File: config.mk
export PLATFORM = sky130hd
export DESIGN_NAME = load_store_unit
export DESIGN_NICKNAME = d
export VERILOG_FILES = /design/src/rtl/lsu_pkg.sv /design/src/rtl/lsu_req_fifo.sv /design/src/rtl/load_store_unit.sv
export SDC_FILE = /design/constraint.sdc
export NUM_CORES = 1
export LEC_CHECK = 0
export CORE_MARGIN = 2
export CORE_UTILIZATION = 45
export DETAILED_ROUTE_END_ITERATION = 8
export GPL_TIMING_DRIVEN = 0
export PLACE_DENSITY = 0.71
export SYNTH_ARGS = -nofsm -noshare
export SYNTH_HDL_FRONTEND = slang
export SYNTH_HIERARCHICAL = 1
export SYNTH_SLANG_ARGS = --single-unit
File: constraint.sdc
create_clock -name clk -period 5.2 [get_ports clk]
set_input_delay 0.78 -clock clk [delete_from_list [all_inputs] [get_ports clk]]
set_output_delay 0.78 -clock clk [all_outputs]
set_load 0.005 [all_outputs]
File: src/rtl/lsu_pkg.sv
// Shared types for the load/store unit: request record, FSM states and the
// address legality rule used against main_memory.
package lsu_pkg;

    localparam int MEM_WORDS_DEFAULT = 36;

    typedef struct packed {
        logic        is_store;
        logic [31:0] addr;
        logic [31:0] data;
        logic [4:0]  rd;
    } lsu_req_t;

    typedef enum logic [0:0] {
        IDLE      = 1'b0,
        LOAD_WAIT = 1'b1
    } lsu_state_e;

    // A request may touch memory only if it is word aligned and inside the array.
    function automatic logic addr_is_legal(input logic [31:0] addr,
                                           input int unsigned mem_words);
        return (addr[1:0] == 2'b00) && ({2'b00, addr[31:2]} < mem_words);
    endfunction

endpackage

File: src/rtl/lsu_req_fifo.sv
// Request FIFO for the load/store unit. Uses extra-MSB pointers for full/empty
// detection. A push while full is dropped; there is no push-through.
module lsu_req_fifo
    import lsu_pkg::*;
#(
    parameter int DEPTH = 4
) (
    input  logic     clk,
    input  logic     rst,
    input  logic     push,
    input  lsu_req_t push_req,
    input  logic     pop,
    output logic     full,
    output logic     empty,
    output lsu_req_t head
);

    localparam int AW = $clog2(DEPTH);
    localparam int PW = AW + 1;

    logic [PW-1:0] wr_ptr_q, wr_ptr_d;
    logic [PW-1:0] rd_ptr_q, rd_ptr_d;
    lsu_req_t      mem_q [DEPTH];

    logic do_push;
    logic do_pop;

    assign do_push = push && !full;
    assign do_pop  = pop && !empty;

    assign wr_ptr_d = do_push ? wr_ptr_q + PW'(1) : wr_ptr_q;
    assign rd_ptr_d = do_pop  ? rd_ptr_q + PW'(1) : rd_ptr_q;

    always_ff @(posedge clk or negedge rst) begin
        if (!rst) begin
            wr_ptr_q <= '0;
            rd_ptr_q <= '0;
        end else begin
            wr_ptr_q <= wr_ptr_d;
            rd_ptr_q <= rd_ptr_d;
        end
    end

    // NOTE: storage is deliberately not reset; only the pointers define which
    // entries are valid, so resetting the array would add logic for no gain.
    always_ff @(posedge clk) begin
        if (do_push) begin
            mem_q[wr_ptr_q[AW-1:0]] <= push_req;
        end
    end

    assign empty = (wr_ptr_q == rd_ptr_q);
    assign full  = ((wr_ptr_q ^ rd_ptr_q) == {1'b1, {AW{1'b0}}});
    assign head  = mem_q[rd_ptr_q[AW-1:0]];

endmodule

File: src/rtl/load_store_unit.sv
// Data-port initiator for main_memory: queues issue-slot load/store requests,
// issues them one at a time in program order and returns load results.
module load_store_unit
    import lsu_pkg::*;
#(
    parameter int FIFO_DEPTH = 4,
    parameter int MEM_WORDS  = MEM_WORDS_DEFAULT
) (
    input  logic        clk,
    input  logic        rst,
    input  logic        req_valid,
    output logic        req_ready,
    input  logic        req_is_store,
    input  logic [31:0] req_addr,
    input  logic [31:0] req_data,
    input  logic [4:0]  req_rd,
    output logic [31:0] mem_wr_addr,
    output logic [31:0] mem_wr_data,
    output logic        mem_wr_en,
    output logic [31:0] mem_rd_addr,
    output logic        mem_rd_en,
    input  logic [31:0] mem_data_out,
    output logic        wb_valid,
    output logic [4:0]  wb_rd,
    output logic [31:0] wb_data,
    output logic        err_valid,
    output logic [31:0] err_addr,
    output logic        idle
);

    lsu_req_t   push_req;
    lsu_req_t   head;
    logic       full;
    logic       empty;
    logic       head_legal;

    lsu_state_e state_q, state_d;
    logic       pop;
    logic       issue_wr;
    logic       issue_rd;
    logic       issue_err;

    logic [31:0] wr_addr_q;
    logic [31:0] wr_data_q;
    logic [31:0] rd_addr_q;
    logic [4:0]  rd_q;
    logic        wb_valid_q;
    logic [4:0]  wb_rd_q;
    logic [31:0] wb_data_q;
    logic        err_valid_q;
    logic [31:0] err_addr_q;

    assign push_req = '{is_store: req_is_store, addr: req_addr,
                        data: req_data, rd: req_rd};

    lsu_req_fifo #(
        .DEPTH (FIFO_DEPTH)
    ) u_req_fifo (
        .clk      (clk),
        .rst      (rst),
        .push     (req_valid),
        .push_req (push_req),
        .pop      (pop),
        .full     (full),
        .empty    (empty),
        .head     (head)
    );

    assign head_legal = addr_is_legal(head.addr, MEM_WORDS);

    // NOTE: every output of this block is given a default first so no path
    // through the case leaves a signal unassigned and infers a latch.
    always_comb begin
        state_d   = state_q;
        pop       = 1'b0;
        issue_wr  = 1'b0;
        issue_rd  = 1'b0;
        issue_err = 1'b0;
        case (state_q)
            IDLE: begin
                if (!empty) begin
                    pop = 1'b1;
                    if (!head_legal) begin
                        issue_err = 1'b1;
                    end else if (head.is_store) begin
                        issue_wr = 1'b1;
                    end else begin
                        issue_rd = 1'b1;
                        state_d  = LOAD_WAIT;
                    end
                end
            end
            LOAD_WAIT: state_d = IDLE;
        endcase
    end

    // NOTE: all state updates use non-blocking assignments so every register
    // samples pre-edge values regardless of statement order.
    always_ff @(posedge clk or negedge rst) begin
        if (!rst) begin
            state_q     <= IDLE;
            wr_addr_q   <= '0;
            wr_data_q   <= '0;
            rd_addr_q   <= '0;
            rd_q        <= '0;
            wb_valid_q  <= 1'b0;
            wb_rd_q     <= '0;
            wb_data_q   <= '0;
            err_valid_q <= 1'b0;
            err_addr_q  <= '0;
        end else begin
            state_q <= state_d;
            if (issue_wr) begin
                wr_addr_q <= head.addr;
                wr_data_q <= head.data;
            end
            if (issue_rd) begin
                rd_addr_q <= head.addr;
                rd_q      <= head.rd;
            end
            // Memory data is registered inside main_memory, so it is valid in LOAD_WAIT.
            wb_valid_q <= (state_q == LOAD_WAIT);
            if (state_q == LOAD_WAIT) begin
                wb_rd_q   <= rd_q;
                wb_data_q <= mem_data_out;
            end
            err_valid_q <= issue_err;
            if (issue_err) begin
                err_addr_q <= head.addr;
            end
        end
    end

    // Strobes and addresses go out combinationally in the pop cycle; addresses hold afterwards.
    assign mem_wr_en   = issue_wr;
    assign mem_wr_addr = issue_wr ? head.addr : wr_addr_q;
    assign mem_wr_data = issue_wr ? head.data : wr_data_q;
    assign mem_rd_en   = issue_rd;
    assign mem_rd_addr = issue_rd ? head.addr : rd_addr_q;

    assign wb_valid  = wb_valid_q;
    assign wb_rd     = wb_rd_q;
    assign wb_data   = wb_data_q;
    assign err_valid = err_valid_q;
    assign err_addr  = err_addr_q;

    assign req_ready = !full;
    assign idle      = empty && (state_q == IDLE);

endmodule
==> impl_metrics.ini <==
[status]
status = finished clean

[die]
rows = 70
initial_core_util_pct = 45.7
core_area_um2 = 36700
die_h_um = 197
dieArea_um2 = 38900
ios = 276
fp.dieW_um = 197

[worst_setup_path]
crit_arrival_ps = 4200
crit_chain = buf_6, buf_6, mux4_2, nor4_2, and4_2, nor4b_2, buf_6, buf_6, mux2_1, clkdlybuf4s50_1
worstPathRequired_ps = 4420
cpMostUsedCell = buf_6
crit_slowest_cell = mux4_2
crit_path_end_kind = output pin
max_stage_delay_ps = 560
reg2reg_depth = 9
cp.buffers_inverters = 5
crit_path_start_kind = flip-flop
cp.depth = 10
worstSetupPathType = flip-flop to output pin
cp_max_fo = 10
critPathTopFamily = buffers and inverters

[clock_tree]
cts_buffers = 48
clock_sinks = 459
cts_hold_buffers = 0
htreeDepth = 2
insertion_delay_ps = 580
cts_resized = 13
cts_tree = built
clkTransAtPathRegs_ps = 60
cts_buffer_depth = 3
clockRootBuffer = clkbuf_16
cts_setup_buffers = 0

[global_route]
grt_antenna_before_repair = 4
grt_pass1_wl_um = 54200
grt_max_degree = 94
grt_overflow = 0
grtUsageTotal_pct = 18.7
grt_pass1_vias = 9126

[final_layout]
area_growth_pct = 31.3
fillers = 2709
final_common_cell = edfxtp_1
final_cells = 1642
drive_above_1_share_pct = 22.2
finish.utilization_pct = 60.0
final_cell_mix = edfxtp_1, clkdlybuf4s50_1, dfrtp_1
layout.nets = 1243

[synth]
synth_nets = 911
syn_area_um2 = 16800
ys_seq_area_share_pct = 76.8
synth_edf_count = 280
ys_ff_latch = 459
avgSynthCellArea_um2 = 21.0
ys_warn_count = 6
async_flop_share_pct = 39.0
syn_inst = 801
ys_types = 36
ys.flop_type = edfxtp_1

[power_and_ir_drop]
p_sw_share_pct = 27.2
power.internal_w = 0.00802
p_comb_share_pct = 25.5
p_clk_share_pct = 31.4
p_seq_share_pct = 43.1
powerDensity_nw_per_um2 = 500
total_power_w = 0.0110
leakage_nw = 8.45
peakVddDrop_v = 0.000373
power_switching_w = 0.00300

[timing]
worst_pin_slew_ps = 948
finalMaxSlewViolations = 0
fin_skew_ps = 20.7
fin_crit_sh_pct = 95.9
worst_slack_ps = 215
fin_crit_ps = 4980
setup_tns_ps = 0
finalSetupViolCount = 0
max_freq_ghz = 0.201
max_slew_margin_pct = 36.8
rsz0062_at_grt = false
finalHoldViolCount = 0

[detailed_routing]
drt-initial-drc-count = 498
wire_per_inst_um = 21.7
vias = 8534
routed_wl_um = 35600
viasPerCell = 5.20
drtPass1Iterations = 5
post-route-drc-count = 0
ant_nets = 0

[placement]
pre_cts_ws_ps = 271
dp_hpwl_um = 23400
place_congestion = 0.726
portBuffers = 275
dp.cells = 1551

[min_path]
min_path_type = input port to async pin

[job]
drv_cap = 0
[power groups by stage]
stage               combinational, W  clock [W]  sequential [W]
finish                       0.00281    0.00346         0.00474
detailed placement           0.00280          0         0.00482
global placement             0.00267          0         0.00486
floorplan                    0.00166          0         0.00481
global route                 0.00304    0.00371         0.00480
CTS                          0.00284    0.00355         0.00475
[sequential cells by signal, indices dropped and copies added (netlist names)]
| signal | flops |
|---|---|
| err_addr | 32 |
| err_valid | 1 |
| rd_addr_q | 32 |
| rd_q | 5 |
| state_q | 1 |
| u_req_fifo/mem_q | 280 |
| u_req_fifo/rd_ptr_q | 3 |
| u_req_fifo/wr_ptr_q | 3 |
| wb_data | 32 |
| wb_rd | 5 |
| wb_valid | 1 |
| wr_addr_q | 32 |
| wr_data_q | 32 |
[synthesized netlist by cell type (5+ instances only)]
master | n | area [um2]
edfxtp_1 | 280 | 8410
dfrtp_1 | 179 | 4480
mux4_2 | 70 | 1580
mux2_2 | 67 | 754
mux2_1 | 39 | 439
nor2b_1 | 27 | 169
and2_1 | 26 | 163
a22o_1 | 12 | 105
buf_2 | 12 | 60.1
buf_4 | 10 | 75.1
inv_1 | 7 | 26.3
nor4_1 | 6 | 37.5
buf_6 | 5 | 56.3
clkbuf_1 | 5 | 18.8
ha_1 | 5 | 62.6
nand2_1 | 5 | 18.8
o31ai_1 | 5 | 37.5
xnor2_1 | 5 | 43.8
[per-layer routing]
layer  vias to the layer above  share of wire (%)  global-route usage, %
met2                       291                 48                   30.5
met3                        49                7.8                   5.31
met5                         -               0.13                      0
met1                      4383                 42                   24.4
met4                         6                2.0                   5.93
li1                       3805                  -                      -
[stage by stage]
stage | cell area, um2 | hold WS (ps)
floorplan | 16800 | 430
global placement | 20100 | 464
detailed placement | 20300 | 466
CTS | 22000 | 255
global route | 22000 | 289
finish | 22000 | 241
[cell type report]
class / instances / area (um2) / area share, %
multi-input cells: 298 / 3710 / 16.9
plain buffers: 36 / 260 / 1.18
repair buffers: 282 / 2940 / 13.4
inverters: 8 / 30.0 / 0.136
diodes: 1 / 2.50 / 0.0114
clock buffers: 64 / 1310 / 5.96
well taps: 468 / 586 / 2.66
flip-flops and latches: 459 / 12900 / 58.5
clock inverters: 26 / 300 / 1.36
[path summary, 6_finish.rpt]
path                                               startpoint                      end  slack (ps)
max                        u_req_fifo/rd_ptr_q[0]$_DFFE_PN0P_           mem_wr_data[7]         220
min                                                       rst  wr_addr_q[13]$_DFF_PN0_         240
max reg2reg                u_req_fifo/rd_ptr_q[0]$_DFFE_PN0P_  wr_data_q[11]$_DFF_PN0_        1910
min reg2reg                           rd_addr_q[14]$_DFF_PN0_  rd_addr_q[14]$_DFF_PN0_         470
max in group asynchronous                                 rst   wr_data_q[6]$_DFF_PN0_        4050
min in group clk                      rd_addr_q[14]$_DFF_PN0_  rd_addr_q[14]$_DFF_PN0_         470
[cells by family after synthesis]
family          count (synthesis)  synth area share [%]
mux                           176                  16.5
flops                         459                  76.8
compound gates                 27                  1.31
xor+xnor                        9                 0.559
fa+ha+maj                       5                 0.373
simple gates                   81                  2.94
buf+inv                        44                  1.52
Note: power is estimated with default switching activity, not from simulation.
==> edit 1 (config.mk and constraints unchanged) <==
Reset style: synchronous (`rst`), changed in 2 clocked blocks.
--- a/src/rtl/lsu_req_fifo.sv
+++ b/src/rtl/lsu_req_fifo.sv
@@ -31,7 +31,7 @@
     assign wr_ptr_d = do_push ? wr_ptr_q + PW'(1) : wr_ptr_q;
     assign rd_ptr_d = do_pop  ? rd_ptr_q + PW'(1) : rd_ptr_q;
 
-    always_ff @(posedge clk or negedge rst) begin
+    always_ff @(posedge clk) begin
         if (!rst) begin
             wr_ptr_q <= '0;
             rd_ptr_q <= '0;
--- a/src/rtl/load_store_unit.sv
+++ b/src/rtl/load_store_unit.sv
@@ -96,7 +96,7 @@
 
     // NOTE: all state updates use non-blocking assignments so every register
     // samples pre-edge values regardless of statement order.
-    always_ff @(posedge clk or negedge rst) begin
+    always_ff @(posedge clk) begin
         if (!rst) begin
             state_q     <= IDLE;
             wr_addr_q   <= '0;
Function: differs if rst is asserted again (counterexample within 4 cycles, from zero or initial values and one cycle with rst low); with rst held inactive, the same outputs for 4 cycles.
==> edit 1 against the original RTL <==
  * Total power fell by 8.5%
  * Critical path depth is the same
  * Final area up 5.7%
  * Highest routed layer unchanged
  * First-iteration DRC count up 32%
  * Sequential cell count increased by 2
  * Wire length grew 19%
  * Area after synthesis is 7.1% higher
  * Worst setup slack worse by 0.12 ns
  * Count of clock-buffer cells in the layout increased by 5
==> edit 1: results (changes against the original RTL) <==
status: "finished clean"
first_iter_violations: 656  # +32%
rows: 73  # +4.3%
routed_wl_mm: 42.45  # +19%
yosysSeqAreaShare: 0.6693  # -0.09865
detailed_place_hpwl_mm: 29.09  # +24%
grt_max_degree: 54  # -43%
r2r_slack_ns: 1.66  # -0.25 ns
synthesis.nets: 1311  # +44%
p_leak_nw: 8.543  # +1.1%
reg2reg_depth: 10  # +1
peakVddDrop_uv: 295.0  # -21%
skew_ns: 0.01786  # -0.002842 ns
grt_usage: 0.2031  # +0.01630
synth-compound-area-share: 0.02673  # +0.01360
clk_pin_slew_ns: 0.06  # about the same
cp.arrival_ns: 4.33  # +0.13 ns
clk_latency_ns: 0.56  # -0.02 ns
grt_pass1_wl_mm: 64.07  # +18%
use_met1: 0.2689  # +0.02470
holdPathEnd: "rd_q[2]$_SDFFE_PN0P_"
synth.area.mux_share: 0.1694  # +0.004340
grt_antenna_before_repair: 5  # +1
met2_usage: 0.3327  # +0.02753
layout-drive-gt1-share: 0.1529  # -0.06874
ys_types: 42  # +17%
reg2reg_from: "u_req_fifo/wr_ptr_q[0]$_SDFFE_PN0P_"
fin_nets: 1649  # +33%
fillers: 3061  # +13%
synth_ff_type: "edfxtp_1"
gp_congestion: 0.8294  # +14%
worst_pin_slew_ns: 0.7883  # -0.1595 ns
post_drt_via_cell_ratio: 5.256  # +1.1%
layoutNonFillerInstCount: 2105  # +28%
setup_viol: 0  # unchanged
crit_fanout: 10  # unchanged
synth_common_cells: "280 x edfxtp_1, 181 x dfxtp_1, 126 x nand2_1"
async_reset_ff_frac: 0  # -0.3900
cts_buffers: 47  # -2.1%
cp_top_family: "simple AND/OR/NAND/NOR gates"
yosysWarnings: 6  # unchanged
r2r_end: "u_req_fifo/rd_ptr_q[2]$_SDFFE_PN0P_"
dp_cells: 2007  # +29%
use_met3: 0.03795  # -0.01515
grt_pass1_vias: 11151  # +22%
synth_area_leaders: "edfxtp_1 47%, dfxtp_1 20%, mux4_2 8.8%"
min_path_cells: 2
yosys.area_share.adder: 0.003480  # -0.0002478
slowest_stage: "or4_4"
hp-class: "flop to flop"
synth-xor-area-share: 0.002923  # -0.002668
syn_avg_cell_area_sq_um: 14.97  # -29%
[edit 1: layer usage]
metal | vias to the layer above | share of wire
met1 | 5406 | 0.43
met2 | 374 | 0.48
met5 | - | 0.00073
met4 | 4 | 0.028
met3 | 72 | 0.062
li1 | 5207 | -
[edit 1: repair_timing]
action | 4_1_cts | 5_1_grt
cloned | 1 | 0
pin swaps | 3 | 4
setup endpoints to repair | 98 | 46
setup buffers | 8 | 3
resized for setup | 54 | 8
[edit 1: through the flow]
step / cell area, sq um / power (mW) / setup WS [ns] / hold WS (ns) / TNS [ns]
finish: 23300 / 10.08 / 0.09167 / 0.4565 / 0
global route: 23300 / 10.50 / 0.006600 / 0.4697 / 0
CTS: 23250 / 10.14 / -0.0009113 / 0.4593 / -0.0009113
detailed placement: 21540 / 6.754 / -0.3220 / 0.4497 / -9.207
global placement: 21390 / 6.697 / -2.276 / 0.4418 / -167.83
floorplan: 17980 / 5.897 / 0.8450 / 0.4313 / 0
[edit 1: tightest hold or removal path: cells and delay by family, from the launching register on]
kind | cells | cell delay [ns]
multiplexers | 1 | 0.05
flip-flops | 1 | 0.31
AND/OR/NAND/NOR | 1 | 0.05
[edit 1: cells by family after synthesis]
family                   count (synthesis)
flip-flops                             461
XOR/XNOR                                 6
multiplexers                           200
AO/OA/AOI/OAI                           60
buffers and inverters                   97
AND/OR/NAND/NOR                        372
adder cells (fa/ha/maj)                  5
[edit 1: layout make-up]
cell class | instances | area (sq um) | area share
Sequential cell | 461 | 12040 | 0.5166
Multi-Input combinational cell | 643 | 5549 | 0.2382
Timing Repair Buffer | 293 | 3007 | 0.1290
Clock buffer | 69 | 1399 | 0.06004
Tap cell | 525 | 656.9 | 0.02819
Buffer | 84 | 470.5 | 0.02019
Clock inverter | 17 | 136.4 | 0.005854
Inverter | 9 | 33.78 | 0.001450
Antenna cell | 4 | 10.01 | 0.0004296
[edit 1: how the worst max path moves through the flow]
stage	start	endpoint	slack (ns)	depth (start not counted)
after CTS	flop	mem_wr_data[9]	-0.0009	10
after floorplan	u_req_fifo/wr_ptr_q[0]$_SDFFE_PN0P_	u_req_fifo/mem_q[3][0]$_DFFE_PP_	0.85	3
after detailed placement	flop	mem_wr_addr[0]	-0.32	11
after global routing	flop	mem_wr_addr[27]	0.007	11
final	flop	mem_wr_data[6]	0.09	10
after global placement	req_valid	u_req_fifo/mem_q[3][22]$_DFFE_PP_	-2.28	3
[edit 1: report_power, final]
group	total [mW]	switching [mW]	internal, mW
Clock	3.32	1.36	1.96
Combinational	2.25	1.24	1.01
Sequential	4.51	0.171	4.34
Total	10.1	2.77	7.31
==> edit 2 (same flow settings) <==
Made on the original files. `FIFO_DEPTH`: 4 -> 2.
--- a/src/rtl/load_store_unit.sv
+++ b/src/rtl/load_store_unit.sv
@@ -3,7 +3,7 @@
 module load_store_unit
     import lsu_pkg::*;
 #(
-    parameter int FIFO_DEPTH = 4,
+    parameter int FIFO_DEPTH = 2,
     parameter int MEM_WORDS  = MEM_WORDS_DEFAULT
 ) (
     input  logic        clk,
Function: changed (Yosys sat finds a counterexample within 4 cycles, from zero or initial values and one cycle with rst low).
==> edit 2 against the original RTL <==
  * Worst setup slack gained 0.15 ns
  * Largest cell class unchanged
  * Count of clock-buffer cells in the layout fell by 14
  * Sequential power fell by 31%
  * Final area decreased by 27%
  * First-iteration DRC count shrank 28%
  * Critical path type unchanged
  * Total power shrank 30%
  * Area after synthesis is 31% lower
  * Non-clock buffer count fell by 4
  * Wire length is 29% lower
  * Synthesized cell count is 21% lower
  * Sequential cell count down 142
==> edit 2: results (changes against the original RTL) <==
r2r_slack_ns: 1.99  # +0.08 ns
yosysSeqAreaShare: 0.7424  # -0.02550
n_antenna_cell: 0  # -1
grt_max_degree: 99  # +5.3%
grt_pass1_wl_mm: 38.38  # -29%
synth_edf_count: 140  # -50%
r2r_end: "rd_addr_q[28]$_DFF_PN0_"
synth_common_cells: "177 x dfrtp_1, 140 x edfxtp_1, 113 x mux2_2"
die_area_sq_um: 27140  # -30%
grt_pass1_vias: 6761  # -26%
multi_input_area_share: 0.1732  # +0.004637
skew_ns: 0.01758  # -0.003130 ns
largest_register_ffs: 140  # -50%
fin_nets: 1059  # -15%
peakVddDrop_uv: 342.8  # -8.0%
ys_types: 37  # +2.8%
syn2layout_area_growth_pct: 38.75
buffers: 314  # -1.3%
m1WireLength_mm: 10.44  # -30%
nonClkBufAreaFrac: 0.1967  # +0.05138
slowest_stage: "nor4_1"
highest_layer: "met4"
fillers: 1821  # -33%
clk_latency_ns: 0.51  # -0.07 ns
synth_area_leaders: "dfrtp_1 38%, edfxtp_1 36%, mux2_2 11%"
nClkBuffers: 50  # -22%
gp_congestion: 0.7307  # +0.69%
hp-class: "primary input to asynchronous set/reset pin"
cts_buffers: 35  # -27%
dp_slack_ns: 0.8772  # +0.6062 ns
nNonClkInverters: 4  # -4
layout-drive-gt1-share: 0.2263  # +0.004646
status: "finished clean"
worst_pin_slew_ns: 0.7218  # -0.2260 ns
multi_input_gates: 282  # -5.4%
p_leak_nw: 6.755  # -20%
ys_ff_latch: 317  # -31%
synthesis.nets: 738  # -19%
dr_wl_met3_mm: 2.605  # -6.0%
route.met2.wl_mm: 11.84  # -31%
crit_path_max_incr_delay_ns: 0.52  # -0.04 ns
syn_avg_cell_area_sq_um: 18.37  # -12%
post_drt_via_cell_ratio: 4.919  # -5.4%
seq_area_sq_um: 8633  # -33%
cts_resized: 0  # -13
detailed_place_hpwl_mm: 17.81  # -24%
grt_usage: 0.1856  # -0.001258
reg2reg_depth: 10  # +1
first_iter_violations: 357  # -28%
hold_ws_ns: 0.2676  # +0.02666 ns
avgRoutedWirePerCell_um: 19.36  # -11%
## edit 2: cell types whose count changed after synthesis, sizes merged, moves of 3 or more
cell	unedited run	this run
and3	4	1
o31ai	6	1
edfxtp	280	140
ha	5	0
mux4	70	0
buf	31	24
nor2	2	6
inv	8	4
xnor2	5	1
o21ai	0	3
mux2	106	177
## edit 2: report_power, final
part	switching, mW	internal [mW]
clock	0.948	1.40
sequential	0.143	3.12
combinational	0.994	1.13
total	2.08	5.65
## edit 2: worst max path at each step
stage | endpoint | from | slack (ns) | depth (start not counted)
2_1_floorplan | u_req_fifo/mem_q[1][0]$_DFFE_PP_ | req_valid | 0.39 | 2
3_3_place_gp | wr_data_q[8]$_DFF_PN0_ | rst | -4.25 | 1
3_5_place_dp | mem_rd_addr[24] | u_req_fifo/rd_ptr_q[0]$_DFFE_PN0P_ | 0.88 | 11
4_1_cts | mem_rd_addr[24] | u_req_fifo/rd_ptr_q[0]$_DFFE_PN0P_ | 0.30 | 11
5_1_grt | mem_rd_addr[29] | u_req_fifo/rd_ptr_q[0]$_DFFE_PN0P_ | 0.16 | 10
6_report | mem_wr_addr[6] | u_req_fifo/rd_ptr_q[0]$_DFFE_PN0P_ | 0.36 | 11
## edit 2: kinds of logic after synthesis
logic type | count (synthesis) | share of synthesized area
flops | 317 | 0.7424
mux | 178 | 0.1803
simple gates | 78 | 0.04056
buf+inv | 34 | 0.01926
compound gates | 23 | 0.01517
xor+xnor | 3 | 0.002260
## edit 2: metal layers
metal | GRT usage | up-vias
met3 | 0.06931 | 38
met1 | 0.2351 | 3183
met2 | 0.2999 | 259
met5 | 0 | -
met4 | 0.05455 | 0
li1 | - | 2969
